## config.mk

```make
export PLATFORM = sky130hd
export DESIGN_NAME = debouncer_multi
export DESIGN_NICKNAME = d
export VERILOG_FILES = /design/src/rtl/debouncer_multi.sv
export SDC_FILE = /design/constraint.sdc
export NUM_CORES = 1
export LEC_CHECK = 0
export ABC_CLOCK_PERIOD_IN_PS = 2900
export CAP_MARGIN = 10
export CORE_ASPECT_RATIO = 1.1
export CORE_MARGIN = 3
export CORE_UTILIZATION = 50
export DETAILED_ROUTE_END_ITERATION = 8
export GPL_ROUTABILITY_DRIVEN = 1
export PLACE_DENSITY = 0.74
export REMOVE_ABC_BUFFERS = 1
export SLEW_MARGIN = 20
export SYNTH_ARGS = -nofsm -noshare
export SYNTH_HDL_FRONTEND = slang
export SYNTH_SLANG_ARGS = --single-unit
```

## constraint.sdc

```tcl
create_clock -name clock -period 2.9 [get_ports clock]
set_clock_uncertainty 0.1 [all_clocks]
set_input_delay 0.87 -clock clock [delete_from_list [all_inputs] [get_ports clock]]
set_output_delay 0.87 -clock clock [all_outputs]
set_load 0.02 [all_outputs]
```

## src/rtl/debouncer_multi.sv

```systemverilog
// rtl/debouncer_multi.sv - multi-channel button debouncer sharing one sample-tick prescaler
// Auto-repeat on held buttons is built only when DEBOUNCE_AUTOREPEAT_EN is defined.
module debouncer_multi #(
    parameter int CHANNELS     = 4,
    parameter int TICK_DIV     = 50000,
    parameter int STABLE_TICKS = 20,
    parameter int REPEAT_DELAY = 500,
    parameter int REPEAT_RATE  = 150
) (
    input  logic                clock,
    input  logic                reset_n,
    input  logic [CHANNELS-1:0] pulse_in,
    output logic [CHANNELS-1:0] level_out,
    output logic [CHANNELS-1:0] rise,
    output logic [CHANNELS-1:0] fall,
    output logic [CHANNELS-1:0] press,
    output logic                tick
);
    localparam int PW = $clog2(TICK_DIV);
    localparam int SW = (STABLE_TICKS > 1) ? $clog2(STABLE_TICKS) : 1;
    localparam logic [PW-1:0] TICK_LAST   = PW'(TICK_DIV - 1);
    localparam logic [SW-1:0] STABLE_LAST = SW'(STABLE_TICKS - 1);

    if (CHANNELS < 1 || CHANNELS > 16 || TICK_DIV < 2 || STABLE_TICKS < 1 ||
        REPEAT_DELAY < 1 || REPEAT_RATE < 1) begin : g_bad_params
        $error("debouncer_multi: parameter out of range");
    end

    logic [PW-1:0]         presc;
    logic [CHANNELS-1:0]   sync_a;
    logic [CHANNELS-1:0]   sync_b;
    logic [SW-1:0]         stab_cnt [CHANNELS];
    logic [CHANNELS-1:0]   accept;

    always_ff @(posedge clock or negedge reset_n) begin
        if (!reset_n) begin
            presc <= '0;
        end else if (presc == TICK_LAST) begin
            presc <= '0;
        end else begin
            presc <= presc + 1'b1;
        end
    end

    assign tick = (presc == TICK_LAST);

    always_ff @(posedge clock or negedge reset_n) begin
        if (!reset_n) begin
            sync_a <= '0;
            sync_b <= '0;
        end else begin
            sync_a <= pulse_in;
            sync_b <= sync_a;
        end
    end

    // A channel flips on the tick that completes STABLE_TICKS of continuous disagreement.
    always_comb begin
        accept = '0;
        for (int i = 0; i < CHANNELS; i++) begin
            accept[i] = tick && (sync_b[i] != level_out[i]) && (stab_cnt[i] == STABLE_LAST);
        end
    end

    always_ff @(posedge clock or negedge reset_n) begin
        if (!reset_n) begin
            level_out <= '0;
            rise      <= '0;
            fall      <= '0;
            for (int i = 0; i < CHANNELS; i++) begin
                stab_cnt[i] <= '0;
            end
        end else begin
            level_out <= (level_out & ~accept) | (sync_b & accept);
            rise      <= accept & sync_b;
            fall      <= accept & ~sync_b;
            for (int i = 0; i < CHANNELS; i++) begin
                if (sync_b[i] == level_out[i] || accept[i]) begin
                    stab_cnt[i] <= '0;
                end else if (tick) begin
                    stab_cnt[i] <= stab_cnt[i] + 1'b1;
                end
            end
        end
    end

`ifdef DEBOUNCE_AUTOREPEAT_EN
    localparam int RMAX = (REPEAT_DELAY > REPEAT_RATE) ? REPEAT_DELAY : REPEAT_RATE;
    localparam int RW   = (RMAX > 1) ? $clog2(RMAX) : 1;
    localparam logic [RW-1:0] DELAY_LAST = RW'(REPEAT_DELAY - 1);
    localparam logic [RW-1:0] RATE_LAST  = RW'(REPEAT_RATE - 1);

    logic [RW-1:0]       rep_cnt [CHANNELS];
    logic [CHANNELS-1:0] rep_phase;
    logic [CHANNELS-1:0] rep_fire;

    // rep_phase selects the initial delay (0) or the steady repeat period (1).
    always_comb begin
        rep_fire = '0;
        for (int i = 0; i < CHANNELS; i++) begin
            rep_fire[i] = tick && level_out[i] && !accept[i] &&
                          (rep_cnt[i] == (rep_phase[i] ? RATE_LAST : DELAY_LAST));
        end
    end

    always_ff @(posedge clock or negedge reset_n) begin
        if (!reset_n) begin
            press     <= '0;
            rep_phase <= '0;
            for (int i = 0; i < CHANNELS; i++) begin
                rep_cnt[i] <= '0;
            end
        end else begin
            press <= (accept & sync_b) | rep_fire;
            for (int i = 0; i < CHANNELS; i++) begin
                if (!level_out[i] || accept[i]) begin
                    rep_cnt[i]   <= '0;
                    rep_phase[i] <= 1'b0;
                end else if (rep_fire[i]) begin
                    rep_cnt[i]   <= '0;
                    rep_phase[i] <= 1'b1;
                end else if (tick) begin
                    rep_cnt[i] <= rep_cnt[i] + 1'b1;
                end
            end
        end
    end
`else
    always_ff @(posedge clock or negedge reset_n) begin
        if (!reset_n) begin
            press <= '0;
        end else begin
            press <= accept & sync_b;
        end
    end
`endif

endmodule

```

Word-level counts from Yosys, hierarchy flattened
Index checks and enable logic that the tools add are counted.

Add/sub/neg operators: 5. Equal/unequal tests: 13. Muxes and demuxes: 9. Bitwise logic cells: 6. Reduce and logical (&&, ||, !) cells: 16.

Operators with widths (number): 2-to-1 mux 5 bit (8); adder 5 x 1 -> 5 bit (second input constant) (4); equality test 5 bit (second input constant) (4); adder 16 x 1 -> 16 bit (second input constant) (1); equality test 16 bit (second input constant) (1); 2-to-1 mux 16 bit (1); bitwise AND 4 bit (3); logical AND 1 bit (8); NOT 4 bit (2); nonzero test 2 bit (4); equality test 1 bit (4); logical OR 1 bit (4); != test 1 bit (4); bitwise OR 4 bit (1).

Flip-flop bits (word level): 56. Input port bits: 6. Output and inout port bits: 17.

Logic depth before layout (Yosys ltp)
Gate-level depths: netlist of the first run.

Word-level depth: 6. Gate-level depth with buffers: 9. Mapped depth without buffers: 6.

Worst setup path before layout of the first run
Ideal clock, no wire load.

Path kind: reg-to-output. From: register presc[5]. To: output tick. Data arrival time: 1986 ps. Required time: 1930 ps. Path slack: -56 ps. Stages on the path, launching flop included: 6. Path through: dfrtp_1 or4b_4 or4_4 buf_6 clkinv_1 buf_2.

Cells in the longest elaborated chain, start to end: 1.

Ends and longest elaborated chain: start, declared (line 29) `logic [PW-1:0] presc;`; start signal, assigned (line 41) `presc <= presc + 1'b1;`; equality test 16 bit (line 45) `assign tick = (presc == TICK_LAST);`; end, declared (line 17) `output logic tick`.

No other way between the ends.

Worst setup path after layout of the first run
Ends and elaborated chain as after synthesis.

==> metrics, run 1 <==
status finished with violations; failing checks negative setup slack; commonest non-fill, non-tap cell in the layout dfrtp_1; post-DP HPWL 3.36 mm; synthesized area 2550 sq um; via count 1878; cell taking the most area after synthesis dfrtp_1; Worst-Skew Late Latency 0.31 ns; post-synth top area share 0.548; # port buffers 22; critical path's slowest cell or4_4; clock buffer depth 2; fin crit period 2.96 ns; Sw Ratio 0.203; Cells on Worst Hold Path 0; CTS Hold Bufs 0; Post-route DRC 0; Crit Path Class reg2out; TritonCTS clock tree yes; top cells by area, synth dfrtp_1, nand2_1, nand3b_1; Gate Count Post-Synth 237; largest stage delay on the critical path 0.57 ns; chip width 74.2 microns; crit path capture tick; Psw 268 uW; distinct cell type count after synthesis 37; Core Footprint 4780 sq um; reg-to-reg endpoint stab_cnt[2]; Starting Density 0.534; Slew Limit Fails 0; ys flop type dfrtp_1; CP Cell Sequence or4b_4 > or4_4 > clkinv_2 > buf_6; Tot GR Track Use 0.189; Layout Utilization 0.647; share of cells above drive strength 1 0.166; post-DR wirelength/cell 14.5 microns; #FFs+latches synth 56; row cnt 26; Max Cap Violations 0; depth of the most critical reg-to-reg path 5; number of vias per cell 5.54; GPL Wtd Cong 0.805; largest net degree at the start of global routing 57; clock sinks 56; initial antenna violation count 0; Flop pwr share 0.597; unrepaired setup endpoints after global routing true; final worst slack -0.0592 ns; maximum clock rate 0.338 GHz; first-pass GRT wire length 8.75 mm; H-tree depth 2; arrival time worst endpoint 1.99 ns; critical path launch point type register; die area 6000 sq um; Clock transition at path regs 0.09 ns; placed cells 328; die height 81.0 microns; P_leak 0.00136 uW; Root Driver clkbuf_8; Setup violations, final 1; PD cells 428 nW/um^2; Layout Nets 293; Design Power 1320 uW; DRT antenna net count 0; FF-to-FF Start presc[5]; Gate power share 0.025; clock power share 0.378; slew margin rel. 0.513; flop2flop setup slack 0.35 ns; Async SR Flop Fraction 1.00; vias in the first global route 1928; Int Pwr 1050 uW; ANT cells 0; CTS buffer count 5; final hold viol count 0; number of flops mapped to enable cells by yosys 0; most frequent cells in the layout dfrtp_1, buf_4, nand2_1; post-synthesis sequential area ratio 0.548; initial drt markers 108; Max Fanout on Critical Path 2; overall routed net length 4.92 mm; minimum setup slack after placement -0.202 ns; CP required 1.93 ns; Period Utilization, post-route 1.02; yosys synthesis warning count 0; P&R area growth vs syn 21.1%; Final Non-Filler Cells 339; Slew @ Worst Pin 0.724 ns; total gr overflow 0; CP startpoint presc[5]; Pre-antenna DRT Iters 4; Crit. End Element primary output; VDD IR max 348 uV; mean post-synth cell area 10.8 sq um; I/O pin cnt 23; Tightest Hold Check Type reg2reg
-- cells by family after synthesis --
| family | after synthesis | synth area share |
|---|---|---|
| compound gates | 30 | 0.0710 |
| xor+xnor | 16 | 0.0549 |
| fa+ha+maj | 5 | 0.0245 |
| buf+inv | 14 | 0.0328 |
| flops | 56 | 0.548 |
| mux | 5 | 0.0196 |
| simple gates | 111 | 0.249 |
-- timing repair --
action	in CTS	in global routing
pin swaps	2	2
buffers inserted	1	2
setup endpoints to repair	1	1
cloned	0	0
resized for setup	7	0
-- per-layer routing --
layer	part of all wire	vias to the layer above	track usage	wire, microns
li1	-	925	-	-
met2	0.51	25	0.332	2520
met1	0.44	918	0.227	2150
met3	0.032	10	0.0421	155
met5	0	-	0	0
met4	0.018	0	0.0670	91
-- metrics by stage --
stage          area [sq um]  TNS (ns)  hold slack, ns
2_1_floorplan          2480         0           0.231
3_3_place_gp           2960    -0.192           0.235
3_5_place_dp           2960    -0.202           0.236
4_1_cts                3080   -0.0632           0.258
5_1_grt                3090    -0.104           0.262
6_report               3090   -0.0592           0.256
-- area by class of cell --
cell class	instances	area (sq um)
clock inverters	2	35.0
repair buffers	49	432
flip-flops and latches	56	1400
inverters	3	12.5
clock buffers	6	72.6
multi-input cells	167	1070
fillers	383	1690
well taps	56	70.1
-- worst min-delay path by stage --
stage	slack, ns	startpoint	end
3_5_place_dp	0.24	sync_a[0]	sync_b[0]
2_1_floorplan	0.23	sync_a[0]	sync_b[0]
4_1_cts	0.26	sync_a[0]	sync_b[0]
6_report	0.26	sync_a[0]	sync_b[0]
3_3_place_gp	0.24	sync_a[3]	sync_b[3]
5_1_grt	0.26	sync_a[0]	sync_b[0]
-- critical path: cells and delay by family, from the launching register on --
kind	cells	cell delay, ns
AND/OR/NAND/NOR	2	1.11
buffers and inverters	2	0.18
flip-flops	1	0.39
-- power groups by stage --
stage | combinational, uW | sequential, uW | clock, uW
finish | 33.0 | 789 | 500
global route | 37.5 | 790 | 540
CTS | 34.0 | 789 | 516
detailed placement | 34.1 | 804 | 0
global placement | 33.9 | 804 | 0
floorplan | 5.77 | 804 | 0
-- registers in the layout (all words and copies together), names as in the netlist, named ones only --
name / cells
stab_cnt: 20
presc: 16
fall: 4
press: 4
sync_a: 4
sync_b: 4
-- cells in the mapped netlist, drive strengths merged, types with 5 or more instances --
cell type and count:
nand3b 12, dfrtp 56, nand2 25, nand3 10, ha 5, buf 7
mux2i 5, nor4 9, a21oi 15, nor2 18, or3 10, nand4 8
xnor2 9, xor2 7, a31oi 5
(Power assumes the default switching activity.)
==> run 2, diff against run 1 <==
--- a/config.mk
+++ b/config.mk
@@ -14,6 +14,7 @@
 export GPL_ROUTABILITY_DRIVEN = 1
 export PLACE_DENSITY = 0.74
 export REMOVE_ABC_BUFFERS = 1
+export SETUP_SLACK_MARGIN = 0.15
 export SLEW_MARGIN = 20
 export SYNTH_ARGS = -nofsm -noshare
 export SYNTH_HDL_FRONTEND = slang
==> results of run 2 <==
Same layout as run 1: the final DEF is identical, and so are final timing and power.
